[src/rtl/cond_exec_ctrl_pkg.sv]
// Shared constants for the conditional-execution controller: cond encodings, NZCV bit positions, flush FSM states.
package cond_pkg;

    localparam logic [3:0] COND_EQ = 4'h0;
    localparam logic [3:0] COND_NE = 4'h1;
    localparam logic [3:0] COND_CS = 4'h2;
    localparam logic [3:0] COND_CC = 4'h3;
    localparam logic [3:0] COND_MI = 4'h4;
    localparam logic [3:0] COND_PL = 4'h5;
    localparam logic [3:0] COND_VS = 4'h6;
    localparam logic [3:0] COND_VC = 4'h7;
    localparam logic [3:0] COND_HI = 4'h8;
    localparam logic [3:0] COND_LS = 4'h9;
    localparam logic [3:0] COND_GE = 4'hA;
    localparam logic [3:0] COND_LT = 4'hB;
    localparam logic [3:0] COND_GT = 4'hC;
    localparam logic [3:0] COND_LE = 4'hD;
    localparam logic [3:0] COND_AL = 4'hE;
    localparam logic [3:0] COND_NV = 4'hF;

    localparam int FLAG_N = 3;
    localparam int FLAG_Z = 2;
    localparam int FLAG_C = 1;
    localparam int FLAG_V = 0;

    typedef enum logic {
        IDLE  = 1'b0,
        FLUSH = 1'b1
    } state_t;

endpackage

[src/rtl/cond_exec_ctrl_if.sv]
// ID/WB/IF-side signals of the conditional-execution controller.
// master = pipeline side driving decode/writeback, slave = the controller.
interface cond_exec_ctrl_if;
    logic       id_valid;
    logic [3:0] id_cond;
    logic       id_set_flags;
    logic       id_is_branch;
    logic       freeze;
    logic       wb_flags_we;
    logic [3:0] wb_flags;
    logic       id_stall;
    logic       id_exec;
    logic       id_kill;
    logic       flush_if;
    logic [3:0] sr_flags;
    logic       sb_err;

    modport master (
        output id_valid, id_cond, id_set_flags, id_is_branch, freeze, wb_flags_we, wb_flags,
        input  id_stall, id_exec, id_kill, flush_if, sr_flags, sb_err
    );

    modport slave (
        input  id_valid, id_cond, id_set_flags, id_is_branch, freeze, wb_flags_we, wb_flags,
        output id_stall, id_exec, id_kill, flush_if, sr_flags, sb_err
    );
endinterface

[src/rtl/cond_exec_ctrl_eval.sv]
// Condition-code evaluator: (cond, NZCV) -> pass.
// Purely combinational, zero latency, no backpressure.
module cond_eval
    import cond_pkg::*;
(
    input  logic [3:0] cond,
    input  logic [3:0] flags,
    output logic       pass
);
    logic n, z, c, v;

    assign n = flags[FLAG_N];
    assign z = flags[FLAG_Z];
    assign c = flags[FLAG_C];
    assign v = flags[FLAG_V];

    always_comb begin
        pass = 1'b0;
        case (cond)
            COND_EQ: pass = z;
            COND_NE: pass = ~z;
            COND_CS: pass = c;
            COND_CC: pass = ~c;
            COND_MI: pass = n;
            COND_PL: pass = ~n;
            COND_VS: pass = v;
            COND_VC: pass = ~v;
            COND_HI: pass = c & ~z;
            COND_LS: pass = ~c | z;
            COND_GE: pass = (n == v);
            COND_LT: pass = (n != v);
            COND_GT: pass = ~z & (n == v);
            COND_LE: pass = z | (n != v);
            COND_AL: pass = 1'b1;
            default: pass = 1'b0;
        endcase
    end
endmodule

[src/rtl/cond_exec_ctrl.sv]
// ID-stage conditional-execution control: NZCV register, in-flight flag scoreboard, stall/issue, branch flush.
// Issue decision is same-cycle (WB flags bypassed); stalls ID while older flag writers are outstanding or the scoreboard is full.
module cond_exec_ctrl
    import cond_pkg::*;
#(
    parameter int MAX_INFLIGHT = 3,
    parameter int FLUSH_CYCLES = 1
) (
    input logic             CLK,
    input logic             RST,
    cond_exec_ctrl_if.slave bus
);
    localparam int PW = $clog2(MAX_INFLIGHT + 1);
    localparam int CW = $clog2(FLUSH_CYCLES + 1);
    localparam logic [PW-1:0] PEND_MAX = PW'(MAX_INFLIGHT);
    localparam logic [CW-1:0] CNT_INIT = CW'(FLUSH_CYCLES);

    logic [3:0]    sr_q;
    logic [3:0]    eff_flags;
    logic [PW-1:0] pending;
    logic [PW-1:0] pend_net;
    logic [CW-1:0] cnt;
    state_t        state;
    logic          err_q;
    logic          pass, stall, issue, exec, kill, sb_inc, sb_dec;

    assign eff_flags = bus.wb_flags_we ? bus.wb_flags : sr_q;

    cond_eval u_eval (
        .cond  (bus.id_cond),
        .flags (eff_flags),
        .pass  (pass)
    );

    // A writeback this cycle retires one pending writer, so it no longer counts as a hazard.
    assign pend_net = pending - PW'(bus.wb_flags_we);
    assign stall = bus.id_valid & ~bus.freeze &
                   (((bus.id_cond != COND_AL) & (pend_net != '0)) |
                    (bus.id_set_flags & (pending == PEND_MAX) & ~bus.wb_flags_we));
    assign issue  = bus.id_valid & ~bus.freeze & ~stall;
    assign exec   = issue & pass & (state == IDLE);
    assign kill   = issue & (~pass | (state == FLUSH));
    assign sb_inc = exec & bus.id_set_flags;
    assign sb_dec = bus.wb_flags_we;

    assign bus.id_stall = stall & ~RST;
    assign bus.id_exec  = exec & ~RST;
    assign bus.id_kill  = kill & ~RST;
    assign bus.flush_if = exec & bus.id_is_branch & ~RST;
    assign bus.sr_flags = RST ? 4'h0 : sr_q;
    assign bus.sb_err   = err_q & ~RST;

    always_ff @(posedge CLK) begin
        if (RST) begin
            sr_q    <= 4'h0;
            pending <= '0;
            err_q   <= 1'b0;
        end else begin
            if (bus.wb_flags_we)
                sr_q <= bus.wb_flags;
            if (sb_inc & ~sb_dec) begin
                if (pending == PEND_MAX)
                    err_q <= 1'b1;
                else
                    pending <= pending + PW'(1);
            end else if (sb_dec & ~sb_inc) begin
                if (pending == '0)
                    err_q <= 1'b1;
                else
                    pending <= pending - PW'(1);
            end
        end
    end

    // Flush window counts valid ID slots, so a frozen pipeline stretches it.
    always_ff @(posedge CLK) begin
        if (RST) begin
            state <= IDLE;
            cnt   <= '0;
        end else begin
            case (state)
                IDLE: begin
                    if (exec & bus.id_is_branch) begin
                        state <= FLUSH;
                        cnt   <= CNT_INIT;
                    end
                end
                FLUSH: begin
                    if (~bus.freeze & bus.id_valid) begin
                        if (cnt == CW'(1))
                            state <= IDLE;
                        cnt <= cnt - CW'(1);
                    end
                end
                default: state <= IDLE;
            endcase
        end
    end
endmodule
[src/flat_wrapper.sv]
// flat-port wrapper written by rule: the top's interface ports become plain ports
module cond_exec_ctrl_flat import cond_pkg::*;
#(
    parameter int MAX_INFLIGHT = 3,
    parameter int FLUSH_CYCLES = 1
)
  (CLK, RST, bus_id_valid, bus_id_cond, bus_id_set_flags, bus_id_is_branch, bus_freeze, bus_wb_flags_we, bus_wb_flags, bus_id_stall, bus_id_exec, bus_id_kill, bus_flush_if, bus_sr_flags, bus_sb_err);
  cond_exec_ctrl_if bus_i ();
  input logic CLK;
  input logic RST;
  input wire logic [$bits(bus_i.id_valid)-1:0] bus_id_valid;
  input wire logic [$bits(bus_i.id_cond)-1:0] bus_id_cond;
  input wire logic [$bits(bus_i.id_set_flags)-1:0] bus_id_set_flags;
  input wire logic [$bits(bus_i.id_is_branch)-1:0] bus_id_is_branch;
  input wire logic [$bits(bus_i.freeze)-1:0] bus_freeze;
  input wire logic [$bits(bus_i.wb_flags_we)-1:0] bus_wb_flags_we;
  input wire logic [$bits(bus_i.wb_flags)-1:0] bus_wb_flags;
  output wire logic [$bits(bus_i.id_stall)-1:0] bus_id_stall;
  output wire logic [$bits(bus_i.id_exec)-1:0] bus_id_exec;
  output wire logic [$bits(bus_i.id_kill)-1:0] bus_id_kill;
  output wire logic [$bits(bus_i.flush_if)-1:0] bus_flush_if;
  output wire logic [$bits(bus_i.sr_flags)-1:0] bus_sr_flags;
  output wire logic [$bits(bus_i.sb_err)-1:0] bus_sb_err;
  assign bus_i.id_valid = bus_id_valid;
  assign bus_i.id_cond = bus_id_cond;
  assign bus_i.id_set_flags = bus_id_set_flags;
  assign bus_i.id_is_branch = bus_id_is_branch;
  assign bus_i.freeze = bus_freeze;
  assign bus_i.wb_flags_we = bus_wb_flags_we;
  assign bus_i.wb_flags = bus_wb_flags;
  assign bus_id_stall = bus_i.id_stall;
  assign bus_id_exec = bus_i.id_exec;
  assign bus_id_kill = bus_i.id_kill;
  assign bus_flush_if = bus_i.flush_if;
  assign bus_sr_flags = bus_i.sr_flags;
  assign bus_sb_err = bus_i.sb_err;
  cond_exec_ctrl #(.MAX_INFLIGHT(MAX_INFLIGHT), .FLUSH_CYCLES(FLUSH_CYCLES)) u_core (.CLK(CLK), .RST(RST), .bus(bus_i));
endmodule
[config.mk]
export PLATFORM = sky130hd
export DESIGN_NAME = cond_exec_ctrl_flat
export DESIGN_NICKNAME = d
export VERILOG_FILES = /design/src/rtl/cond_exec_ctrl_pkg.sv /design/src/rtl/cond_exec_ctrl_if.sv /design/src/rtl/cond_exec_ctrl_eval.sv /design/src/rtl/cond_exec_ctrl.sv /design/src/flat_wrapper.sv
export SDC_FILE = /design/constraint.sdc
export NUM_CORES = 1
export LEC_CHECK = 0
export BUFFER_PORTS_ARGS = -buffer_cell sky130_fd_sc_hd__buf_2
export CAP_MARGIN = 25
export CORE_MARGIN = 5
export CORE_UTILIZATION = 30
export CTS_CLUSTER_DIAMETER = 150
export DETAILED_ROUTE_END_ITERATION = 8
export PLACE_DENSITY = 0.6
export SLEW_MARGIN = 20
export SYNTH_ARGS = -nofsm -noshare
export SYNTH_HDL_FRONTEND = slang
export SYNTH_SLANG_ARGS = --single-unit
[constraint.sdc]
create_clock -name CLK -period 2.8 [get_ports CLK]
set_input_delay 0.14 -clock CLK [delete_from_list [all_inputs] [get_ports CLK]]
set_output_delay 0.14 -clock CLK [all_outputs]
set_load 0.02 [all_outputs]
# Word-level counts from Yosys, hierarchy flattened
# Cells that the tools add are included.
# word_totals
register_bits,9
latch_bits,0
ramBits,0
romBits,0
input_bits,15
output_inout_bits,9
word_cells,93
memories,0
# op_classes
add_sub_neg,4
n_mul,0
n_div,0
n_lt_le_gt_ge,0
eq_ne,23
shifts,0
n_mux,18
bitwise_logic,35
n_reduce_logical,8
# ops
op,n
equality test 4 bit (second input constant),7
AND 1 bit,20
equality test 4 x 3 -> 1 bit (second input constant),4
one-hot mux 1 bit (15 select lines),1
NOT 1 bit,11
2-to-1 mux 1 bit,9
equality test 4 x 2 -> 1 bit (second input constant),2
2-to-1 mux 2 bit,4
2-to-1 mux 4 bit,2
inequality test 2 bit (second input constant),4
AND reduction 3 bit,2
nonzero test 2 bit,3
equality test 4 x 1 -> 1 bit (second input constant),1
logical NOT 4 bit,1
inequality test 4 bit (second input constant),1
bitwise OR 1 bit,4
one-hot mux 1 bit (2 select lines),2
adder 2 x 1 -> 2 bit (second input constant),1
equality test 2 bit (second input constant),1
logical NOT 2 bit,1
inequality test 2 x 1 -> 1 bit (second input constant),1
AND reduction 2 bit,1
subtractor 2 x 1 -> 2 bit,1
subtractor 2 x 1 -> 2 bit (second input constant),1
other kinds (3),3

# Logic depth before layout (Yosys ltp)
# Gate-level depths: netlist (run 1).
# logic_depth
word_depth,14
ltp_mapped,12
ltp_nobuf,11

# Cells and area by module
# Synthesis (run 1) repeated with hierarchy kept, for this count alone.
# hier_totals
hier_cells,88
hier_area_um2,730.7
# modules_own_cells
module,n_inst,cells_each,area_each_um2,seq_area_each_um2
cond_exec_ctrl,1,60,536.8,180.2
cond_eval,1,28,193.9,0.0

# Least setup slack after synthesis (run 1)
# No wires, ideal clock.
# synth_timing
path_type,input -> register
from,input port bus_wb_flags_we
to,register u_core.pending[0]
setup_ps,132
t_arrival_ps,2003
t_required_ps,2668
slack_ps,666
cell_stages,10
path_buffers,1
path_cell_list,buf_6 -> mux2_4 -> o22a_1 -> a211oi_2 -> nor4_4 -> a21boi_2 -> and4_1 -> ha_1 -> a211oi_1 -> nor3_1
# synth_between
elab_chain_len,14
word_cells_on_any_way,32
cone_classes,add/sub (1); eq/ne (4); mux (3); bitwise (21); reduce/logical (3)
# synth_lines
item,line,text
"start, declared",flat_wrapper.sv:16,input wire logic [$bits(bus_i.wb_flags_we)-1:0] bus_wb_flags_we;
subtractor 2 x 1 -> 2 bit,cond_exec_ctrl.sv:36,assign pend_net = pending - PW'(bus.wb_flags_we);
nonzero test 2 bit,cond_exec_ctrl.sv:38,(((bus.id_cond != COND_AL) & (pend_net != '0)) |
AND 1 bit,cond_exec_ctrl.sv:38,
bitwise OR 1 bit,cond_exec_ctrl.sv:38,
AND 1 bit,cond_exec_ctrl.sv:37,assign stall = bus.id_valid & ~bus.freeze &
NOT 1 bit,cond_exec_ctrl.sv:40,assign issue = bus.id_valid & ~bus.freeze & ~stall;
AND 1 bit,cond_exec_ctrl.sv:40,
AND 1 bit (2 in a row),cond_exec_ctrl.sv:41,assign exec = issue & pass & (state == IDLE);
AND 1 bit,cond_exec_ctrl.sv:43,assign sb_inc = exec & bus.id_set_flags;
NOT 1 bit,cond_exec_ctrl.sv:66,end else if (sb_dec & ~sb_inc) begin
AND 1 bit,cond_exec_ctrl.sv:66,
nonzero test 2 bit (no source line),-,
AND reduction 3 bit (no source line),-,
"end signal, assigned",cond_exec_ctrl.sv:65,pending <= pending + PW'(1);
"end signal, assigned",cond_exec_ctrl.sv:70,pending <= pending - PW'(1);
"end, declared",cond_exec_ctrl.sv:20,logic [PW-1:0] pending;
# Several ways; a longest one is shown, not always the timed one.
# A chain may end at the register's enable or synchronous reset.

# Worst setup path after layout (run 1)
# layout_timing
from,register u_core.sr_q[3]
to,register u_core.pending[1]
# layout_between
elab_chain_len,11
word_cells_on_any_way,18
cone_classes,eq/ne (4); mux (3); bitwise (9); reduce/logical (2)
# layout_lines
item,line,text
"start, declared",cond_exec_ctrl.sv:18,logic [3:0] sr_q;
"start signal, assigned",cond_exec_ctrl.sv:60,sr_q <= bus.wb_flags;
2-to-1 mux 4 bit (*),-,
inequality test 1 bit or equality test 1 bit (tied branches),-,
bitwise OR 1 bit or AND 1 bit (tied branches),"cond_exec_ctrl_eval.sv:33, cond_exec_ctrl_eval.sv:32",
one-hot mux 1 bit (15 select lines) (*),cond_exec_ctrl_eval.sv:19,case (cond)
AND 1 bit (*) (2 in a row),cond_exec_ctrl.sv:41,
AND 1 bit (*),cond_exec_ctrl.sv:43,
NOT 1 bit,cond_exec_ctrl.sv:66,
AND 1 bit,cond_exec_ctrl.sv:66,
nonzero test 2 bit (no source line),-,
AND reduction 3 bit (no source line),-,
# Mark *: on every way between the ends. The rest lies on a longest branch, timed or not.

==> results of run 1 <==
## critical path: stages, from the launching register on
cell      delay (ps)
dfxtp_1          400
xor2_1           180
mux2i_1          140
and4b_1          230
nor4_4           330
a21boi_2         110
and4_1           190
ha_1             330
nor2b_1           60
o21ai_0          140
a21oi_1           80
## per-stage QoR
| stage | instances | util, % | hold slack (ps) |
|---|---|---|---|
| CTS | 157 | 36.57 | 182.6 |
| global route | 157 | 36.57 | 243.4 |
| finish | 157 | 36.57 | 200.5 |
| floorplan | 104 | - | 211.6 |
| global placement | 153 | 35.61 | 440.8 |
| detailed placement | 153 | 35.61 | 451.9 |
## cell usage after synthesis, types with 3 or more instances
cell,number
and2_1,3
a31oi_1,3
clkbuf_1,3
nand2b_1,5
nor2_1,13
nand2_1,3
nor2b_1,11
nand4_1,3
mux2i_1,4
a21oi_1,5
dfxtp_1,9
## cells in the final DEF, fill, tap and decap left out, types with 3 or more instances in the layout
master,n
a21oi_1,5
a31oi_1,3
and2_1,3
buf_2,23
clkbuf_4,3
dfxtp_1,9
mux2i_1,4
nand2_1,3
nand2b_1,5
nand4_1,3
nor2_1,13
nor2b_1,11
## metal layers
metal | track usage, % | vias up | wire length [um] | share of wire (%)
li1 | - | 424 | - | -
met1 | 12.00 | 376 | 838 | 43
met2 | 16.28 | 26 | 954 | 49
met3 | 4.618 | 4 | 141 | 7.2
met4 | 3.979 | 0 | 22 | 1.1
met5 | 0 | - | 0 | 0
## report_power, final
| group | switching, W | internal (W) | total, W |
|---|---|---|---|
| Sequential | 0.00000794 | 0.000139 | 0.000146 |
| Clock | 0.0000489 | 0.0000552 | 0.000104 |
| Combinational | 0.0000614 | 0.0000538 | 0.000115 |
## worst max-delay path by stage
stage,start,to,cells after the start,slack (ps)
after global placement,bus_wb_flags_we,u_core.pending[0],10,440
after global routing,u_core.sr_q[3],u_core.pending[1],10,350
after detailed placement,bus_wb_flags_we,u_core.pending[0],10,400
after CTS,u_core.sr_q[3],u_core.pending[1],10,490
final,u_core.sr_q[3],u_core.pending[1],10,490
after floorplan,bus_wb_flags_we,u_core.pending[0],10,670
## kinds of logic (layout without fill, tap and decap cells)
kind of cell / after synthesis / in the layout / synth area share [%]
and+or+nand+nor: 49 / 49 / 33.98
AOI/OAI and AO/OA: 27 / 27 / 24.22
DFF: 9 / 9 / 21.27
buffers and inverters: 8 / 30 / 4.578
muxes: 7 / 7 / 10.93
adders and majority gates: 2 / 2 / 2.954
xor gates and xnor gates: 2 / 2 / 2.068
## state kept, by name (all words and copies together), names as in the netlist
signal	count
u_core.err_q	1
u_core.cnt	1
u_core.sr_q	4
u_core.state	1
u_core.pending	2
## cell type report
cell class / instances / area, um2 / area share, %
clock buffer: 4 / 26.28 / 2.628
inverter: 3 / 11.26 / 1.126
multi-input combinational: 87 / 628.1 / 62.83
sequential: 9 / 180.2 / 18.02
tap: 31 / 38.79 / 3.880
timing repair buffer: 23 / 115.1 / 11.51
==> results.sh, run 1 <==
export IMPL_place_ws_ps=395.8
export IMPL_maxCapViolations=0
export IMPL_antenna_found_initial=0
export IMPL_drc=0
export IMPL_numCtsBuffers=3
export IMPL_drtIter0Drc=14
export IMPL_synth_edff_count=0
export IMPL_rr_startpoint="u_core.sr_q[3]"
export IMPL_cp_max_fo=5
export IMPL_ys_types=42
export IMPL_die_area_um2=3986
export IMPL_hold_start="bus_wb_flags[1]"
export IMPL_peakVddDrop_mv=0.2499
export IMPL_drive_gt1_share_pct=27.78
export IMPL_drtAntennaViolNets=0
export IMPL_min_path_cells=3
export IMPL_grt_max_degree=17
export IMPL_tritoncts="built"
export IMPL_vias_per_cell=5.287
export IMPL_placed_area_um2=973.4
export IMPL_grt_setup_unrepaired="no"
export IMPL_worst_setup_path_start_kind="register"
export IMPL_setup_viol=0
export IMPL_netlist_area_um2=847.1
export IMPL_path_clk_slew_ps=60
export IMPL_ctsHoldBuffers=0
export IMPL_ctsLongestPathBuffers=2
export IMPL_final_setup_tns_ps=0
export IMPL_fill_cells=294
export IMPL_hold_class="primary input to register"
export IMPL_num_io_pins=24
export IMPL_r2r_cells=10
export IMPL_power_w=0.0003657
export IMPL_area_delta_synth_final_pct=18.02
export IMPL_port_buffers=23
export IMPL_drt_pass1_iterations=4
export IMPL_ys_ff_latch=9
export IMPL_avgSynthCellArea_um2=8.145
export IMPL_final_period_utilization_pct=82.37
export IMPL_synthArstFlopShare_pct=0
export IMPL_place_congestion=0.7773
export IMPL_wl_per_cell_um=12.46
export IMPL_track_usage_pct=10.27
export IMPL_insertion_delay_ps=260
export IMPL_fin_area_um2=999.7
export IMPL_cts_sinks=9
export IMPL_num_rows=19
export IMPL_drt_wl_total_um=1956
export IMPL_timing_worst_setup_path_type="register to register"
export IMPL_cts_resized_gates=0
export IMPL_initial_utilization_pct=30.98
export IMPL_core_area_um2=2734
export IMPL_synth_warning_count=0
export IMPL_final_nets=144
export IMPL_max_clock_freq_ghz=0.4336
export IMPL_power_density_cell_area_nw_per_um2=365.8
export IMPL_die_w_um=63.14
export IMPL_relSlewSlack_pct=76.35
export IMPL_maxSlewViolCount=0
export IMPL_synth_cells=104
export IMPL_final_setup_skew_ps=0.4270
export IMPL_syn_nets=121
export IMPL_ys_seq_area_share_pct=21.27
export IMPL_r2r_end="u_core.pending[1]"
export IMPL_tightest_slew_ps=354.8
export IMPL_cts_setup_buffers=0
export IMPL_end_kind="register"
export IMPL_htree_levels=1
export IMPL_place_hpwl_um=1577
export IMPL_die_height_um=63.14
export IMPL_vias=830
export IMPL_finalHoldViolations=0
export IMPL_crit_required_ps=2950
export IMPL_antennaDiodeCount=0
export IMPL_cts_root_buf="clkbuf_4"
export IMPL_p_leak_nw=0.4336
export IMPL_synth_top_area_share_pct=21.27
export IMPL_synth_largest_area_cell="dfxtp_1"
export IMPL_grt_pass1_wl_um=3277
export IMPL_status="complete, no violations"
export IMPL_r2r_slack_ps=490
export IMPL_grt_pass1_vias=756
export IMPL_worstPathArrival_ps=2450
export IMPL_grt_ovfl_total=0
export IMPL_whs_endpoint="u_core.sr_q[1]"
export IMPL_fin_crit_ps=2306
export IMPL_layout_setup_ws_ps=493.7
export IMPL_yosys_top_cells_area="dfxtp_1, nor2b_1, nor2_1"
export IMPL_synth_ff_type="dfxtp_1"
No activity file was read; power rests on OpenSTA's default activity.
==> inputs of run 2 (changes only) <==
ABC_AREA = 1   (was default)
clock period = 2.25 ns   (was 2.8 ns; I/O delays follow)
==> run 2 against run 1 <==
  * Synthesized area shrank 0.15%
  * Setup slack lost 230 ps
  * Global-route usage grew 0.29 points
  * Die area shrank 0.13%
  * Count of clock-buffer cells in the layout is the same
  * Sequential power grew 16%
  * Largest cell class unchanged
  * Core utilization grew 0.27 points
  * Clock skew grew 3.0 ps
==> results.sh, run 2 <==
export IMPL_status="complete, no violations"
export IMPL_drive_gt1_share_pct=29.31
export IMPL_r2r_slack_ps=270
export IMPL_ctsLongestPathBuffers=2
export IMPL_core_area_um2=2734
export IMPL_layout_common_cells="nand2_1, buf_2, inv_1, nor2_1, nand2_2"
export IMPL_worstPathArrival_ps=2180
export IMPL_area_delta_synth_final_pct=19.08
export IMPL_seq_power_share_pct=39.6
export IMPL_rr_startpoint="u_core.sr_q[0]"
export IMPL_synth_largest_area_cell="dfxtp_1"
export IMPL_wl_per_cell_um=9.785
export IMPL_internal_power_w=0.0002809
export IMPL_netlist_area_um2=845.8
export IMPL_drt_wl_total_um=2006
export IMPL_max_clock_freq_ghz=0.5043
export IMPL_vias=919
export IMPL_avgSynthCellArea_um2=5.639
export IMPL_antenna_found_initial=0
export IMPL_final_setup_tns_ps=0
export IMPL_peakVddDrop_mv=0.2813
export IMPL_num_io_pins=24
export IMPL_drtAntennaViolNets=0
export IMPL_fin_crit_ps=1983
export IMPL_cp_num_buf_inv=2
export IMPL_insertion_delay_ps=270
export IMPL_worstPathCellList="inv_1 > nand2_2 > nand2_2 > nand2_2 > nand3_2 > nand2_1 > nand2_1 > nand2_2 > inv_2 > a21oi_2 > nand2_1 > nor2_2 > ha_1 > nor2_1 > o21ai_0 > a21oi_1"
export IMPL_final_period_utilization_pct=88.13
export IMPL_die_area_um2=3981
export IMPL_vias_per_cell=4.483
export IMPL_finalHoldViolations=0
export IMPL_synth_ff_type="dfxtp_1"
export IMPL_place_hpwl_um=1654
export IMPL_critPathLaunch="u_core.sr_q[0]"
export IMPL_syn_nets=167
export IMPL_maxCapViolations=0
export IMPL_synthArstFlopShare_pct=0
export IMPL_grt_max_degree=18
export IMPL_ys_seq_area_share_pct=21.30
export IMPL_final_nets=192
export IMPL_largest_registers="u_core.sr_q x4, u_core.pending x2"
export IMPL_pwr_share_comb_pct=30.0
export IMPL_synth_warning_count=0
export IMPL_largest_register="u_core.sr_q"
export IMPL_cts_setup_buffers=0
export IMPL_grt_ovfl_total=0
export IMPL_numCtsBuffers=3
export IMPL_cts_resized_gates=0
export IMPL_synth_edff_count=0
export IMPL_track_usage_pct=10.56
export IMPL_largest_reg_flops=4
export IMPL_tightest_slew_ps=362.7
export IMPL_num_rows=19
export IMPL_p_leak_nw=0.5654
export IMPL_place_congestion=0.8640
export IMPL_htree_levels=1
export IMPL_place_ws_ps=235.9
export IMPL_endpoint="u_core.pending[1]"
export IMPL_grt_pass1_wl_um=3456
export IMPL_ys_ff_latch=9
export IMPL_crit_required_ps=2450
export IMPL_layout_setup_ws_ps=267.1
export IMPL_final_setup_skew_ps=3.429
export IMPL_p_sw_share_pct=34.64
export IMPL_hold_class="primary input to register"
export IMPL_maxSlewViolCount=0
export IMPL_cpPeakStageDelay_ps=340
export IMPL_drtIter0Drc=51
export IMPL_end_kind="register"
export IMPL_drc=0
export IMPL_cts_sinks=9
export IMPL_ctsHoldBuffers=0
export IMPL_r2r_end="u_core.pending[1]"
export IMPL_die_w_um=63.10
export IMPL_relSlewSlack_pct=75.57
export IMPL_tritoncts="built"
export IMPL_worst_setup_path_start_kind="register"
export IMPL_synth_top_area_share_pct=21.30
export IMPL_synth_common_cells="nand2_1, inv_1, nor2_1"
export IMPL_power_density_cell_area_nw_per_um2=426.7
export IMPL_cp_max_fo=4
export IMPL_drt_pass1_iterations=4
export IMPL_critPathMostFrequentCell="nand2_2"
export IMPL_ys_types=23
export IMPL_port_buffers=23
export IMPL_setup_viol=0
export IMPL_synth_cells=150
export IMPL_path_depth=16
export IMPL_path_delay_family="simple AND/OR/NAND/NOR gates"
export IMPL_cp_slowest_cell="dfxtp_1"
export IMPL_timing_worst_setup_path_type="register to register"
export IMPL_cts_root_buf="clkbuf_4"
export IMPL_initial_utilization_pct=30.94
export IMPL_yosys_top_cells_area="dfxtp_1, nand2_1, nand2_2"
export IMPL_power_switching_w=0.0001489
export IMPL_final_common_cell="nand2_1"
export IMPL_die_height_um=63.10
export IMPL_antennaDiodeCount=0
export IMPL_r2r_cells=16
export IMPL_yosysMostFrequentCell="nand2_1"
export IMPL_path_clk_slew_ps=60
export IMPL_clkPwrFrac_pct=30.3
export IMPL_grt_setup_unrepaired="no"
export IMPL_grt_pass1_vias=847
## run 2: changes by cell type after synthesis, moves of 8 or more
cell and delta:
nand2_1 +38, nor2b_1 -11, inv_1 +20, nand3_1 +8, nor2_1 +9, nand2_2 +14
## run 2: worst min-delay path by stage
stage / startpoint / endpoint / slack, ps / cells past startpoint
finish: bus_id_is_branch / u_core.state / 180 / 3
global placement: bus_id_is_branch / u_core.state / 460 / 3
global route: bus_wb_flags[1] / u_core.sr_q[1] / 200 / 3
detailed placement: bus_wb_flags[1] / u_core.sr_q[1] / 460 / 3
floorplan: bus_id_is_branch / u_core.state / 320 / 2
CTS: bus_wb_flags[1] / u_core.sr_q[1] / 170 / 3
## run 2: cell families (layout without fill, tap and decap cells)
kind of cell,count (synthesis),in the layout,share of synthesized area (%)
adder cells (fa/ha/maj),2,2,2.958
flip-flops,9,9,21.30
XOR/XNOR,1,1,1.036
buffers and inverters,30,54,15.09
AND/OR/NAND/NOR,96,96,51.63
AO/OA/AOI/OAI,12,12,7.989
## run 2: area by class of cell
type / count / area (um2)
fill: 299 / 1727
timing repair buffer: 23 / 115.1
inverter: 27 / 108.9
tap: 31 / 38.79
multi-input combinational: 111 / 538.0
clock buffer: 4 / 26.28
sequential: 9 / 180.2
## run 2: power by group through the flow
| stage | logic (W) | registers (W) | clock network [W] |
|---|---|---|---|
| final | 0.000129 | 0.000170 | 0.000130 |
| after global routing | 0.000148 | 0.000171 | 0.000139 |
| after CTS | 0.000130 | 0.000170 | 0.000136 |
| after detailed placement | 0.000129 | 0.000174 | 0 |
| after global placement | 0.000131 | 0.000174 | 0 |
| after floorplan | 0.0000959 | 0.000173 | 0 |
## run 2: layer usage
metal / routed length (um) / global-route usage (%) / vias up
met5: 0 / 0 / -
met4: 40 / 4.775 / 0
met3: 126 / 2.309 / 5
met2: 881 / 16.92 / 20
met1: 957 / 13.39 / 384
li1: - / - / 510
## run 2: worst register-to-register path, cell delays in order, from the launching register on
cell     delay [ps]
dfxtp_1         340
inv_1            60
nand2_2          70
nand2_2          80
nand2_2          90
nand3_2          70
nand2_1          60
nand2_1          60
nand2_2          60
inv_2            40
a21oi_2         140
nand2_1          90
nor2_2          130
ha_1            270
nor2_1          140
o21ai_0         100
a21oi_1         120
## run 2: stage by stage
step	cells	util (%)	power (W)	hold WS [ps]	instance area, um2
global route	205	36.84	0.0004588	203.1	1007
CTS	205	36.84	0.0004366	173.2	1007
detailed placement	201	35.88	0.0003034	462.5	980.9
finish	205	36.84	0.0004297	176.8	1007
floorplan	150	-	0.0002692	316.0	845.8
global placement	201	35.88	0.0003046	456.8	980.9
==> inputs of run 3 (changes only) <==
BUFFER_PORTS_ARGS = default   (was -buffer_cell sky130_fd_sc_hd__buf_2)
DONT_BUFFER_PORTS = 1   (was default)
PLACE_DENSITY = 0.53   (was 0.6)
==> run 3 against run 2 <==
  * Sequential power is essentially flat
  * Highest routed layer unchanged
  * Critical endpoint is now u_core.pending[0]
  * Flip-flop and latch count is the same
  * First-iteration DRC count shrank 53%
  * Design area shrank 9.7%
  * Largest cell class unchanged
  * Critical path depth is the same
==> results.sh, run 3 (same netlist as run 2, synthesis figures left out) <==
export IMPL_status="complete, no violations"
export IMPL_track_usage_pct=10.33
export IMPL_path_clk_slew_ps=70
export IMPL_final_setup_skew_ps=8.218
export IMPL_num_rows=19
export IMPL_grt_max_degree=12
export IMPL_largest_registers="u_core.sr_q x4, u_core.pending x2"
export IMPL_core_area_um2=2734
export IMPL_grt_pass1_wl_um=3325
export IMPL_vias_per_cell=4.636
export IMPL_finalHoldViolations=0
export IMPL_peakVddDrop_mv=0.2068
export IMPL_grt_setup_unrepaired="no"
export IMPL_maxSlewViolCount=0
export IMPL_timing_worst_setup_path_type="register to register"
export IMPL_largest_reg_flops=4
export IMPL_initial_utilization_pct=30.94
export IMPL_drt_wl_total_um=1986
export IMPL_final_nets=171
export IMPL_cts_setup_buffers=0
export IMPL_final_core_util_pct=33.27
export IMPL_drc=0
export IMPL_wl_per_cell_um=10.79
export IMPL_final_period_utilization_pct=87.39
export IMPL_layout_common_cells="nand2_1, inv_1, nor2_1, nand2_2, nand3_1"
export IMPL_cts_sinks=9
export IMPL_power_density_cell_area_nw_per_um2=440.7
export IMPL_largest_register="u_core.sr_q"
export IMPL_drive_gt1_share_pct=18.95
export IMPL_final_common_cell="nand2_1"
export IMPL_p_leak_nw=0.4717
export IMPL_die_height_um=63.10
export IMPL_hold_class="primary input to register"
export IMPL_vias=853
export IMPL_worstPathArrival_ps=2130
export IMPL_final_setup_tns_ps=0
export IMPL_end_kind="register"
export IMPL_r2r_slack_ps=280
export IMPL_htree_levels=1
export IMPL_worst_setup_path_start_kind="register"
export IMPL_grt_pass1_vias=806
export IMPL_min_path_cells=3
export IMPL_drt_pass1_iterations=4
export IMPL_max_clock_freq_ghz=0.5086
export IMPL_die_area_um2=3981
export IMPL_r2r_cells=16
export IMPL_relSlewSlack_pct=73.16
export IMPL_drtAntennaViolNets=0
export IMPL_cp_max_fo=4
export IMPL_tightest_slew_ps=401.1
export IMPL_area_delta_synth_final_pct=7.544
export IMPL_grt_ovfl_total=0
export IMPL_layout_setup_ws_ps=283.8
export IMPL_tritoncts="built"
export IMPL_cts_root_buf="clkbuf_4"
export IMPL_place_ws_ps=294.3
export IMPL_antennaDiodeCount=0
export IMPL_num_io_pins=24
export IMPL_place_hpwl_um=1609
export IMPL_insertion_delay_ps=260
export IMPL_drtIter0Drc=24
export IMPL_numCtsBuffers=3
export IMPL_crit_required_ps=2420
export IMPL_setup_viol=0
export IMPL_ctsLongestPathBuffers=2
export IMPL_fin_crit_ps=1966
export IMPL_die_w_um=63.10
export IMPL_place_congestion=0.8351
export IMPL_maxCapViolations=0
export IMPL_port_buffers=0
export IMPL_antenna_found_initial=0
[run 3: cell count changes in the layout (fill, tap and decap cells not counted), sizes merged]
cell,change
buf,-22
dlygate4sd3,+1
[run 3: repair_timing]
action	4_1_cts	5_1_grt
resized for setup	0	0
hold endpoints to repair	7	0
hold buffers	1	0
[run 3: final timing paths]
| kind | startpoint | endpoint |
|---|---|---|
| setup reg to reg | u_core.sr_q[0] | u_core.pending[0] |
| hold / removal | RST | u_core.cnt |
| hold reg to reg | u_core.err_q | u_core.err_q |
| setup / recovery | u_core.sr_q[0] | u_core.pending[0] |
[run 3: stage by stage]
| step | total power [W] | instances | hold slack [ps] | area, um2 |
|---|---|---|---|---|
| after global placement | 0.0002764 | 179 | 183.8 | 873.3 |
| after detailed placement | 0.0002776 | 179 | 186.2 | 873.3 |
| after floorplan | 0.0002692 | 150 | 316.0 | 845.8 |
| after CTS | 0.0004085 | 184 | 2.823 | 909.6 |
| after global routing | 0.0004356 | 184 | 4.832 | 909.6 |
| final | 0.0004009 | 184 | 8.643 | 909.6 |
[run 3: metal layers]
layer / vias up / routed length [um] / track usage, % / part of all wire, %
li1: 466 / - / - / -
met1: 375 / 876 / 11.87 / 44
met2: 10 / 991 / 17.56 / 50
met3: 2 / 104 / 3.375 / 5.2
met4: 0 / 13 / 3.979 / 0.65
met5: - / 0 / 0 / 0
[run 3: critical path, cell delays in order (launching register included)]
cell      delay (ps)
dfxtp_1          340
inv_1             70
nand2_2           70
nand2_2           70
nand2_2           90
nand3_2           70
nand2_1           60
nand2_1           50
nand2_2           60
inv_2             40
a21oi_2          140
nand2_1           90
nor2_2           130
ha_1             270
nand2_1           80
nand2_1           50
a211oi_1         200
[run 3: layout make-up]
type                            instances  area (um2)
Clock buffer                            4       26.28
Fill cell                             316        1824
Inverter                               27       108.9
Multi-Input combinational cell        111       538.0
Sequential cell                         9       180.2
Tap cell                               31       38.79
Timing Repair Buffer                    2       17.52
[run 3: power breakdown]
| group | switching, W | internal [W] | total, W |
|---|---|---|---|
| clock network | 0.0000564 | 0.0000682 | 0.000125 |
| registers | 0.00000391 | 0.000166 | 0.000170 |
| logic | 0.0000697 | 0.0000362 | 0.000106 |
